### config.mk
export PLATFORM = sky130hd
export DESIGN_NAME = keypad_scanner
export DESIGN_NICKNAME = d
export VERILOG_FILES = /design/src/rtl/keypad_scanner.sv
export SDC_FILE = /design/constraint.sdc
export NUM_CORES = 1
export LEC_CHECK = 0
export ABC_AREA = 1
export CORE_ASPECT_RATIO = 1.1
export CORE_UTILIZATION = 45
export CTS_CLUSTER_DIAMETER = 30
export DETAILED_ROUTE_END_ITERATION = 16
export DONT_BUFFER_PORTS = 1
export GPL_TIMING_DRIVEN = 0
export SLEW_MARGIN = 20
export SYNTH_ARGS = -nofsm -noshare
export SYNTH_HDL_FRONTEND = slang
export SYNTH_SLANG_ARGS = --single-unit
### constraint.sdc
create_clock -name clk -period 3.3 [get_ports clk]
set_input_delay 0.495 -clock clk [delete_from_list [all_inputs] [get_ports clk]]
set_output_delay 0.495 -clock clk [all_outputs]
set_load 0.005 [all_outputs]
### src/rtl/keypad_scanner.sv
// Scans a 16-key matrix through an external 4-to-16 decoder, debounces presses
// and releases on the shared sense line, and reports key code with valid/held/release flags.
module keypad_scanner #(
  parameter int SETTLE_CYCLES  = 4,
  parameter int DEBOUNCE_COUNT = 3
) (
  input  logic       clk,
  input  logic       rst_n,
  input  logic       en,
  input  logic       sense,
  output logic [3:0] scan_idx,
  output logic [3:0] key_code,
  output logic       key_valid,
  output logic       key_held,
  output logic       key_release
);

  typedef enum logic [1:0] {SCAN, CONFIRM, HELD} state_t;

  localparam logic [7:0] SETTLE_LAST = 8'(SETTLE_CYCLES - 1);
  localparam logic [3:0] DEB_LAST    = 4'(DEBOUNCE_COUNT - 1);

  state_t     state_q, state_d;
  logic [7:0] settle_q, settle_d;
  logic [3:0] deb_q, deb_d;
  logic [3:0] cand_q, cand_d;
  logic [3:0] idx_q, idx_d;
  logic [3:0] code_q, code_d;
  logic       valid_q, valid_d;
  logic       held_q, held_d;
  logic       rel_q, rel_d;
  logic       strobe;

  assign strobe = en && (settle_q == SETTLE_LAST);

  always_comb begin
    state_d  = state_q;
    deb_d    = deb_q;
    cand_d   = cand_q;
    idx_d    = idx_q;
    code_d   = code_q;
    held_d   = held_q;
    valid_d  = 1'b0;
    rel_d    = 1'b0;
    settle_d = (!en || strobe) ? 8'd0 : settle_q + 8'd1;

    if (strobe) begin
      unique case (state_q)
        SCAN: begin
          if (sense) begin
            cand_d  = idx_q;
            deb_d   = 4'd1;
            state_d = CONFIRM;
          end else begin
            idx_d = idx_q + 4'd1;
          end
        end
        CONFIRM: begin
          if (!sense) begin
            // Bounce: drop the candidate and move past it.
            deb_d   = 4'd0;
            idx_d   = cand_q + 4'd1;
            state_d = SCAN;
          end else if (deb_q == DEB_LAST) begin
            code_d  = cand_q;
            valid_d = 1'b1;
            held_d  = 1'b1;
            deb_d   = 4'd0;
            state_d = HELD;
          end else begin
            deb_d = deb_q + 4'd1;
          end
        end
        HELD: begin
          if (sense) begin
            deb_d = 4'd0;
          end else if (deb_q == DEB_LAST) begin
            // Resume after the released key so other keys get served round-robin.
            rel_d   = 1'b1;
            held_d  = 1'b0;
            deb_d   = 4'd0;
            idx_d   = code_q + 4'd1;
            state_d = SCAN;
          end else begin
            deb_d = deb_q + 4'd1;
          end
        end
        default: state_d = SCAN;
      endcase
    end
  end

  always_ff @(posedge clk or negedge rst_n) begin
    if (!rst_n) begin
      state_q  <= SCAN;
      settle_q <= 8'd0;
      deb_q    <= 4'd0;
      cand_q   <= 4'd0;
      idx_q    <= 4'd0;
      code_q   <= 4'd0;
      valid_q  <= 1'b0;
      held_q   <= 1'b0;
      rel_q    <= 1'b0;
    end else begin
      state_q  <= state_d;
      settle_q <= settle_d;
      deb_q    <= deb_d;
      cand_q   <= cand_d;
      idx_q    <= idx_d;
      code_q   <= code_d;
      valid_q  <= valid_d;
      held_q   <= held_d;
      rel_q    <= rel_d;
    end
  end

  assign scan_idx    = idx_q;
  assign key_code    = code_q;
  assign key_valid   = valid_q;
  assign key_held    = held_q;
  assign key_release = rel_q;

endmodule

Word-level counts from Yosys, hierarchy flattened
Cells that the tools add are included.

operators by class
  add/sub/neg operators = 5
  equal/unequal tests = 12
  muxes and demuxes = 29
  reduce and logical (&&, ||, !) cells = 12

operators with widths
  kind                                                  number
  two-way mux 4 bit                                     8
  one-hot mux 4 bit (3 select lines)                    2
  adder 4 x 1 -> 4 bit (second input constant)          4
  != test 2 bit (second input constant)                 7
  AND reduction 6 bit                                   2
  two-way mux 1 bit                                     11
  two-way mux 2 bit                                     5
  adder 8 x 1 -> 8 bit (second input constant)          1
  equality test 8 x 2 -> 1 bit (second input constant)  1
  two-way mux 8 bit                                     1
  one-hot mux 2 bit (3 select lines)                    1
  AND reduction 3 bit                                   2
  AND reduction 5 bit                                   1
  equality test 4 x 2 -> 1 bit (second input constant)  1
  AND reduction 4 bit                                   1
  != test 3 bit (second input constant)                 1
  nonzero test 3 bit                                    1
  equality test 2 x 1 -> 1 bit (second input constant)  1
  equality test 2 bit (second input constant)           1
  logical NOT 2 bit                                     1
  one-hot mux 1 bit (2 select lines)                    1
  nonzero test 2 bit                                    1
  logical AND 1 bit                                     1
  logical NOT 1 bit                                     1
  logical OR 1 bit                                      1

storage, ports and cells
  flip-flop bits (word level) = 29
  input bits = 4
  output and inout bits = 11
  logic and storage cells = 67

Depth between registers and ports, before layout
Gate-level depths: netlist (run 1).

  depth in word-level cells = 5
  mapped depth = 11
  depth with buffers taken out = 10

Worst setup path after synthesis (run 1)
Ideal clock, no wire load.

  kind = register -> register
  start = reg state_q[0]
  end = reg idx_q[2], in the netlist scan_idx[2]
  setup time = 121 ps
  arrival time = 1568 ps
  data required time = 3179 ps
  slack = 1611 ps
  stages on the path, launching flop included = 12
  path buffers = 1
  period minus slack after synthesis = 1689 ps
  path through = dfrtp_1 inv_1 ha_1 clkbuf_2 inv_1 nand2_1 nand2_1 inv_1 ha_1 xnor2_1 nand2_1 o21ai_1

on the way
  word-level cells in the longest chain between the ends = 3
  elaborated cells between the ends (all ways) = 10
  those cells by class = eq/ne (6); mux (1); reduce/logical (3)

ends and longest elaborated chain
  element                                                               RTL line  RTL
  from (decl)                                                           23        state_t state_q, state_d;
  from (signal assigned)                                                105       state_q <= state_d;
  equality test 2 x 1 -> 1 bit, or another cell as far along            48        unique case (state_q)
  != test 2 bit (no source line) or nonzero test 3 bit (tied branches)  -
  AND reduction 6 bit (no source line)                                  -
  to (signal assigned)                                                  109       idx_q <= idx_d;
  to (decl)                                                             27        logic [3:0] idx_q, idx_d;

Several ways; a longest one is shown, not always the timed one.
A chain may end at the register's enable or synchronous reset.

Final worst setup path (run 1)
Ends and elaborated chain as after synthesis.

==> out/results.ini, run 1 <==
[power]
power.leakage_nw = 0.9152
power.density_nw_per_um2 = 599.5
total_power_mw = 1.079
max-vdd-ir-drop_v = 0.0003596

[floorplanning]
die_x_um = 59.81
ioPinCount = 15
dieArea_um2 = 3922
core_region_area_um2 = 3413
die_h_um = 65.59
start_util_pct = 48.46
rows = 22

[clock_tree]
clk_pin_slew_ns = 0.09
cts_buffer_depth = 2
clock_latency_ns = 0.33
cts_buffers = 5
cts_tree = done
cts_num_sinks = 29
cts_resized = 0
h-tree-depth = 2
clockRootBuffer = clkbuf_4

[worst_hold_path]
worstHoldStart = sense
hold_end = key_release$_DFF_PN0_
hold_class = input pin to flip-flop
min_path_cells = 3

[drt]
ant_nets = 0
drt-vias-per-instance = 4.891
via_count = 1262
remaining_drc_errors = 0
routed_wl_mm = 2.967
initialDrtViolationCount = 69
top_layer = met4
wl_per_cell_um = 11.50
met1_length_mm = 1.336
routed-wl-met2_mm = 1.447
wl_met3_um = 135
dr.pass1.iters = 4

[synth]
syn_inst = 200
syn_area_um2 = 1654
yosysMostFrequentCell = nand2_1
netlist.area_leader.share_pct = 43.87
synth_edf_count = 0
ys_ff_latch = 29
synthDistinctLibCells = 28
ys.flop_type = dfrtp_1
async_flop_share_pct = 100.0
ys_warn_count = 0
avgSynthCellArea_um2 = 8.270
synthTopCellsByArea = dfrtp_1 (44%), nand2_1 (14%), ha_1 (6.8%)
seq_area_frac_synth_pct = 43.87
ys_top_cells_by_count = nand2_1 (61), dfrtp_1 (29), inv_1 (17), nand3_1 (13), nor2_1 (12)
syn_nets = 213
synth_top_cell_by_area = dfrtp_1

[global_routing]
grt_pass1_vias = 1183
grt_max_degree = 30
grt_usage_pct = 17.78
antenna_found_initial = 0
grt-ovfl-total = 0
grt_pass1_wl_mm = 5.188

[layout]
multi_input_area_um2 = 824.5
fin_nets = 222
fillers = 342
regArea_um2 = 725.7
diodes = 0
drive_gt1_share_pct = 17.14
areaGrowthSynthToFinish_pct = 8.775
fin_area_um2 = 1799

[critical_path]
critPathLaunchType = flip-flop
r2r_start = state_q[0]$_DFFE_PN0P_
arrival_ns = 2.17
cp.required_ns = 3.55
reg2regPathDepth = 11
r2r_slack_ns = 1.38
critPathCaptureType = flip-flop
r2r_end = scan_idx[2]$_DFFE_PN0P_
path_max_fanout = 8
crit_type = flip-flop to flip-flop

[timing]
skew_ns = 0.007965
hold_violations = 0
tns_ns = 0
finalSetupViolations = 0
tightest_slew_ns = 0.3211
slew_violations = 0
rsz0062_at_grt = false
min_period_ns = 1.919
clock.fmax_mhz = 521.0
fin_crit_sh_pct = 58.16
whs_ns = 0.3296
slew_headroom_pct = 78.59

[placement]
post-dp-hpwl_mm = 2.259
place_area_um2 = 1714
numPortBuffers = 0
gp_congestion = 0.7923

[outcome]
status = complete, no violations

[job]
drv_cap = 0

==> critical path: stages, from the launching register on <==
cell and delay [ns]:
dfrtp_1 0.42, inv_1 0.10, ha_1 0.29, clkbuf_2 0.17
inv_1 0.17, nand2_1 0.07, nand2_1 0.08, inv_1 0.07
ha_1 0.20, xnor2_1 0.15, nand2_1 0.06, o21ai_1 0.07
==> metal layers <==
layer  up-vias  global-route usage [%]
li1        651                       -
met1       584                   21.47
met2        22                   28.33
met3         5                   6.102
met4         0                   7.558
met5         -                       0
==> cell usage in the layout (no fill, tap or decap), types with 2 or more instances in the layout <==
cell type	count
inv_2	4
ha_1	9
dfrtp_1	29
a21oi_1	3
nor2_4	2
nor2_2	3
nand3_1	13
nand2_4	2
inv_1	17
clkinv_2	2
nand2_2	6
clkbuf_4	5
nand3_4	2
nand4_1	4
o21ai_1	8
nor2_1	12
nor3b_1	3
o21ai_0	5
nor3_1	4
nand2_1	61
xor2_1	3
o21ai_2	2
==> sequential cells by signal (all words and copies together), names as in the netlist <==
name         cells
deb_q            4
state_q          2
cand_q           4
scan_idx         4
key_valid        1
key_code         4
key_held         1
settle_q         8
key_release      1
==> what timing repair did <==
item,in CTS,in global routing
setup buffers,0,0
endpoints found under the hold margin,29,0
hold buffers,2,0
==> through the flow <==
step / worst slack [ns] / instances / util (%)
global route: 1.164 / 258 / 52.71
finish: 1.381 / 258 / 52.71
detailed placement: 1.409 / 248 / 50.22
floorplan: 1.611 / 200 / -
CTS: 1.362 / 258 / 52.71
global placement: 1.442 / 248 / 50.22
==> logic make-up (layout without fill, tap and decap cells) <==
group	count (synthesis)	count (layout)	share of synthesized area (%)
fa+ha+maj	9	9	6.808
xor+xnor	4	4	2.118
simple gates	115	115	35.02
buf+inv	25	35	6.278
flops	29	29	43.87
compound gates	18	18	5.900
==> worst max path at each step <==
| stage | startpoint | cells after the start | end |
|---|---|---|---|
| 5_1_grt | state_q[0]$_DFFE_PN0P_ | 11 | scan_idx[2]$_DFFE_PN0P_ |
| 3_3_place_gp | state_q[0]$_DFFE_PN0P_ | 11 | scan_idx[2]$_DFFE_PN0P_ |
| 2_1_floorplan | state_q[0]$_DFFE_PN0P_ | 11 | scan_idx[2]$_DFFE_PN0P_ |
| 4_1_cts | state_q[0]$_DFFE_PN0P_ | 11 | scan_idx[2]$_DFFE_PN0P_ |
| 6_report | state_q[0]$_DFFE_PN0P_ | 11 | scan_idx[2]$_DFFE_PN0P_ |
| 3_5_place_dp | state_q[0]$_DFFE_PN0P_ | 11 | scan_idx[2]$_DFFE_PN0P_ |
==> power by group <==
group          leakage, nW  internal [mW]  switching (mW)
sequential           0.388          0.417          0.0537
combinational        0.497          0.145           0.257
clock               0.0310         0.0801           0.126
total                0.915          0.642           0.436
==> cell type report <==
class	count	area share, %
plain buffers	2	0.5563
clock buffers	5	2.086
clock inverters	3	0.9736
inverters	23	5.216
multi-input cells	146	45.83
flip-flops and latches	29	40.33
well taps	48	3.338
repair buffers	2	1.669
Power figures use the tool's default switching activity.
==> inputs of run 2 (changes only) <==
- clock period: 3.3 -> 1.8 ns (I/O delays scaled with it)
==> run 2 against run 1 <==
  * Combinational power up 110%
  * Critical path type unchanged
  * Largest power group unchanged
  * Register-to-register slack worse by 1.2 ns
  * Sequential share of layout area down 0.93 points
  * First-iteration DRC count up 8.7%
  * Critical endpoint unchanged
==> out/results.ini, run 2 (same netlist as run 1, synthesis figures left out) <==
[layout]
regArea_um2 = 725.7  ; unchanged
multi_input_area_um2 = 862.1  ; +4.6%
final_cell_mix = nand2_1 (61), dfrtp_1 (29), inv_1 (14)
fin_nets = 222  ; unchanged
drive_gt1_share_pct = 20.00  ; +2.9 points
diodes = 0  ; unchanged
mostFrequentLayoutCell = nand2_1
areaGrowthSynthToFinish_pct = 11.35
regMostFlops = settle_q
largest_reg_flops = 8  ; unchanged
fillers = 335  ; -2.0%

[placement]
numPortBuffers = 0  ; unchanged
gp_congestion = 0.7923  ; unchanged
place_worst_setup_slack_ns = -0.09078  ; -1.500 ns
post-dp-hpwl_mm = 2.259  ; unchanged

[power]
power.leakage_nw = 0.9167  ; +0.16%
pwr-share-seq_pct = 41.2  ; -2.4 points
cellInternalPower_mw = 1.250  ; +95%
power.density_nw_per_um2 = 1127  ; +88%
max-vdd-ir-drop_v = 0.0006594  ; +83%
switching_share_pct = 39.78  ; -0.68 points
switchingPower_mw = 0.8260  ; +89%
power.clock.fraction_pct = 18.2  ; -0.9 points
combPwrFrac_pct = 40.7  ; +3.4 points

[global_routing]
grt_max_degree = 30  ; unchanged
grt_pass1_vias = 1193  ; +0.85%
grt_usage_pct = 17.98  ; +0.21 points
grt_pass1_wl_mm = 5.264  ; +1.5%
antenna_found_initial = 0  ; unchanged
grt-ovfl-total = 0  ; unchanged

[timing]
min_period_ns = 1.620  ; -0.2995 ns
tightest_slew_ns = 0.3227  ; +0.001532 ns
fin_crit_sh_pct = 90.00  ; +32 points
rsz0062_at_grt = false
clock.fmax_mhz = 617.3  ; +18%
worst_slack_ns = 0.1800  ; -1.201 ns
slew_headroom_pct = 78.49  ; -0.10 points
slew_violations = 0  ; unchanged
whs_ns = 0.1067  ; -0.2229 ns
skew_ns = 0.008629  ; +0.0006639 ns
finalSetupViolations = 0  ; unchanged
hold_violations = 0  ; unchanged

[drt]
remaining_drc_errors = 0  ; unchanged
ant_nets = 0  ; unchanged
routed_wl_mm = 2.994  ; +0.91%
drt-vias-per-instance = 4.864  ; -0.55%
wl_per_cell_um = 11.60  ; +0.91%
via_count = 1255  ; -0.55%
initialDrtViolationCount = 75  ; +8.7%
dr.pass1.iters = 4  ; unchanged

[critical_path]
reg2regPathDepth = 10  ; -1
critPathCaptureType = flip-flop
cp.required_ns = 2.05  ; -1.50 ns
critPathLaunchType = flip-flop
crit_type = flip-flop to flip-flop
arrival_ns = 1.87  ; -0.30 ns
path_max_fanout = 8  ; unchanged

[clock_tree]
cts_buffers = 5  ; unchanged
cts_num_sinks = 29  ; unchanged
cts_tree = done
clock_latency_ns = 0.33  ; about the same
clockRootBuffer = clkbuf_4
cts_buffer_depth = 2  ; unchanged
clk_pin_slew_ns = 0.09  ; about the same
h-tree-depth = 2  ; unchanged

[floorplanning]
core_region_area_um2 = 3413  ; unchanged
start_util_pct = 48.46  ; unchanged
dieArea_um2 = 3922  ; unchanged
ioPinCount = 15  ; unchanged
rows = 22  ; unchanged
die_x_um = 59.81  ; unchanged
die_h_um = 65.59  ; unchanged

[worst_hold_path]
hold_class = input pin to flip-flop
min_path_cells = 3  ; unchanged

[job]
drv_cap = 0  ; unchanged

[outcome]
status = complete, no violations

-- run 2: changes by cell type in the layout (fill, tap and decap cells not counted), sizes merged --
cell,delta
buf,+1
clkbuf,-1
-- run 2: path summary, 6_finish.rpt --
path | from | slack, ns | end
worst max register to register | state_q[0]$_DFFE_PN0P_ | 0.18 | scan_idx[2]$_DFFE_PN0P_
worst min-delay path | sense | 0.11 | key_release$_DFF_PN0_
min in group asynchronous | rst_n | 0.37 | settle_q[0]$_DFF_PN0_
worst min register to register | settle_q[0]$_DFF_PN0_ | 0.48 | settle_q[0]$_DFF_PN0_
max in group asynchronous | rst_n | 1.26 | scan_idx[1]$_DFFE_PN0P_
worst max-delay path | state_q[0]$_DFFE_PN0P_ | 0.18 | scan_idx[2]$_DFFE_PN0P_
-- run 2: what timing repair did --
item                                    4_1_cts  5_1_grt
gates resized for setup                       1        8
endpoints found under the setup margin        2        4
hold buffers                                  2        0
endpoints found under the hold margin        29        0
buffers inserted                              2        0
-- run 2: power groups by stage --
stage | Sequential, mW | Combinational, mW | Clock [mW]
after floorplan | 0.850 | 0.604 | 0
after global placement | 0.870 | 0.708 | 0
after detailed placement | 0.875 | 0.720 | 0
after CTS | 0.853 | 0.777 | 0.398
after global routing | 0.874 | 0.969 | 0.418
final | 0.855 | 0.844 | 0.377
-- run 2: per-stage QoR --
stage	area (µm²)	setup TNS (ns)	util, %	total power, mW	std cells
4_1_cts	1809	0	53.01	2.028	259
5_1_grt	1842	0	53.96	2.261	258
6_report	1842	0	53.96	2.076	258
2_1_floorplan	1654	0	-	1.454	200
3_5_place_dp	1714	-0.1505	50.22	1.594	248
3_3_place_gp	1714	-0.07450	50.22	1.577	248
-- run 2: layout make-up --
cell class	count	share of cell area [%]
Tap cell	48	3.261
Clock buffer	5	2.038
Clock inverter	3	0.9511
Multi-Input combinational cell	146	46.81
Timing Repair Buffer	4	2.446
Sequential cell	29	39.40
Inverter	23	5.095
-- run 2: critical path, stage by stage (launching register included) --
cell     delay [ns]
dfrtp_1        0.41
inv_2          0.12
ha_4           0.24
inv_2          0.10
nand2_1        0.05
nand2_1        0.08
inv_1          0.07
ha_1           0.20
xnor2_1        0.15
nand2_1        0.06
o21ai_1        0.07
-- run 2: layer usage --
layer | up-vias | GRT usage (%) | wire (µm)
li1 | 649 | - | -
met1 | 579 | 21.97 | 1344
met2 | 20 | 28.33 | 1455
met3 | 7 | 6.102 | 130
met4 | 0 | 7.849 | 63
met5 | - | 0 | 0
==> inputs of run 3 (changes only) <==
- CORE_UTILIZATION: 45 -> 55
- GPL_ROUTABILITY_DRIVEN: not set -> 0
- PLACE_DENSITY: not set -> 0.7
==> run 3 against run 2 <==
  * Clock-buffer cell count is 2 higher
  * Critical path type unchanged
  * Sequential cell count did not move
  * Cell count shrank 5.8%
  * Core utilization grew 12 points
  * Wire length fell by 1.1%
  * Clock skew about the same
  * Non-clock buffer count unchanged
  * Largest power group unchanged
  * Hold slack gained 0.0020 ns
  * Power rose by 8.2%
==> out/results.ini, run 3 (same netlist as run 1, synthesis figures left out) <==
[outcome]
status = complete, no violations

[critical_path]
cp.required_ns = 2.06  ; about the same
r2r_end = scan_idx[2]$_DFFE_PN0P_
critical_path.max_stage_delay_ns = 0.41  ; about the same
crit_path_end = scan_idx[2]$_DFFE_PN0P_
critPathLaunchType = flip-flop
cpMostUsedCell = nand2_1
crit_type = flip-flop to flip-flop
path_cells = buf_4, ha_2, nand2_1, nand3_1, nand2_1, inv_1, ha_1, xnor2_1, nand2_1, o21ai_1
crit_path_start = state_q[0]$_DFFE_PN0P_
worstSetupPathDepth = 10  ; unchanged
path_max_fanout = 7  ; -1
critPathCaptureType = flip-flop
r2r_start = state_q[0]$_DFFE_PN0P_
critPathTopFamily = adder cells
r2r_slack_ns = 0.19  ; about the same
path_buf_inv = 2  ; -1
arrival_ns = 1.87  ; about the same
critPathSlowestCell = dfrtp_1
reg2regPathDepth = 10  ; unchanged

[timing]
skew_ns = 0.008623  ; -0.000006110 ns
fin_crit_sh_pct = 89.70  ; -0.30 points
clock.fmax_mhz = 619.4  ; +0.33%
min_period_ns = 1.615  ; -0.005363 ns
slew_headroom_pct = 76.47  ; -2.0 points
slew_violations = 0  ; unchanged
rsz0062_at_grt = false
tightest_slew_ns = 0.3530  ; +0.03031 ns
hold_violations = 0  ; unchanged
finalSetupViolations = 0  ; unchanged

[layout]
fin_area_um2 = 1846  ; +0.20%
regMostFlops = settle_q
diodes = 0  ; unchanged
final_cell_mix = nand2_1 (61), dfrtp_1 (29), inv_1 (15)
mostFrequentLayoutCell = nand2_1
drive_gt1_share_pct = 19.05  ; -0.95 points
largest_reg_flops = 8  ; unchanged
areaGrowthSynthToFinish_pct = 11.57
fin_nets = 222  ; unchanged

[power]
power.density_nw_per_um2 = 1218  ; +8.0%
max-vdd-ir-drop_v = 0.0009414  ; +43%
total_power_mw = 2.248  ; +8.2%
power.leakage_nw = 0.9295  ; +1.4%

[placement]
numPortBuffers = 0  ; unchanged
place_area_um2 = 1695  ; -1.1%
post-dp-hpwl_mm = 2.227  ; -1.4%

[clock_tree]
clock_latency_ns = 0.33  ; about the same
cts_num_sinks = 29  ; unchanged
h-tree-depth = 2  ; unchanged
clockRootBuffer = clkbuf_4
cts_tree = done
clk_pin_slew_ns = 0.09  ; about the same
cts_buffer_depth = 2  ; unchanged
cts_buffers = 5  ; unchanged

[drt]
ant_nets = 0  ; unchanged
drt-vias-per-instance = 5.074  ; +4.3%
wl_per_cell_um = 12.19  ; +5.0%
initialDrtViolationCount = 18  ; -76%
dr.pass1.iters = 4  ; unchanged
remaining_drc_errors = 0  ; unchanged
via_count = 1233  ; -1.8%
routed_wl_mm = 2.961  ; -1.1%

[floorplanning]
dieArea_um2 = 3231  ; -18%
core_region_area_um2 = 2803  ; -18%
rows = 20  ; -9.1%
start_util_pct = 59.02  ; +11 points
ioPinCount = 15  ; unchanged
die_x_um = 54.29  ; -9.2%
die_h_um = 59.52  ; -9.3%

[job]
drv_cap = 0  ; unchanged

[global_routing]
grt-ovfl-total = 0  ; unchanged
grt_util_met1_pct = 26.07  ; +4.1 points
antenna_found_initial = 0  ; unchanged
grt_max_degree = 30  ; unchanged
grt_usage_pct = 22.94  ; +5.0 points
grt_pass1_vias = 1167  ; -2.2%
busiest_layer = met2
use_met3_pct = 8.462  ; +2.4 points
gr-usage-met2_pct = 37.11  ; +8.8 points
grt_pass1_wl_mm = 5.092  ; -3.3%

[worst_hold_path]
hold_class = input pin to flip-flop

-- run 3: what timing repair did --
| item | 4_1_cts | 5_1_grt |
|---|---|---|
| gates resized for setup | 1 | 7 |
| endpoints found under the hold margin | 29 | 0 |
| hold buffers | 2 | 0 |
| buffers inserted | 2 | 0 |
| endpoints found under the setup margin | 2 | 2 |
-- run 3: power by group --
| part | leakage (nW) | total [mW] | internal, mW | switching, mW |
|---|---|---|---|---|
| sequential | 0.388 | 0.852 | 0.764 | 0.0884 |
| combinational | 0.496 | 0.838 | 0.332 | 0.505 |
| clock | 0.0455 | 0.558 | 0.331 | 0.226 |
| total | 0.929 | 2.25 | 1.43 | 0.820 |
-- run 3: metal layers --
layer | up-vias | share of wire, %
li1 | 653 | -
met1 | 563 | 44
met2 | 15 | 51
met3 | 2 | 4.2
met4 | 0 | 0.98
met5 | - | 0
-- run 3: how the worst min path moves through the flow --
stage                                 end  depth (start not counted)  start
floorplan           cand_q[0]$_DFFE_PN0P_                          0  rst_n
detailed placement  settle_q[0]$_DFF_PN0_                          0  rst_n
CTS                 key_release$_DFF_PN0_                          3  sense
global placement    settle_q[0]$_DFF_PN0_                          0  rst_n
global route        key_release$_DFF_PN0_                          3  sense
finish              key_release$_DFF_PN0_                          3  sense
-- run 3: metrics by stage --
| step | hold WS, ns | util, % | TNS [ns] | setup slack (ns) | cells |
|---|---|---|---|---|---|
| 2_1_floorplan | -0.02559 | - | 0 | 0.1110 | 200 |
| 3_3_place_gp | -0.02498 | 60.49 | -0.05845 | -0.05116 | 233 |
| 3_5_place_dp | -0.02505 | 60.49 | -0.1570 | -0.09651 | 233 |
| 4_1_cts | 0.08488 | 65.13 | 0 | 0.02241 | 245 |
| 5_1_grt | 0.07674 | 65.85 | 0 | 0.01988 | 243 |
| 6_report | 0.1088 | 65.85 | 0 | 0.1854 | 243 |
-- run 3: worst register-to-register path: cells and delay by family (launching register included) --
kind	cells	cell delay (ns)
XOR/XNOR	1	0.14
adder cells (fa/ha/maj)	2	0.43
AO/OA/AOI/OAI	1	0.07
buffers and inverters	2	0.23
flip-flops	1	0.41
AND/OR/NAND/NOR	4	0.27
-- run 3: final cells by class --
cell class | instances | area [µm²]
inverters | 23 | 96.34
repair buffers | 4 | 45.04
clock inverters | 1 | 30.03
fillers | 249 | 957.2
flip-flops and latches | 29 | 725.7
clock buffers | 7 | 55.05
well taps | 33 | 41.29
multi-input cells | 146 | 852.1
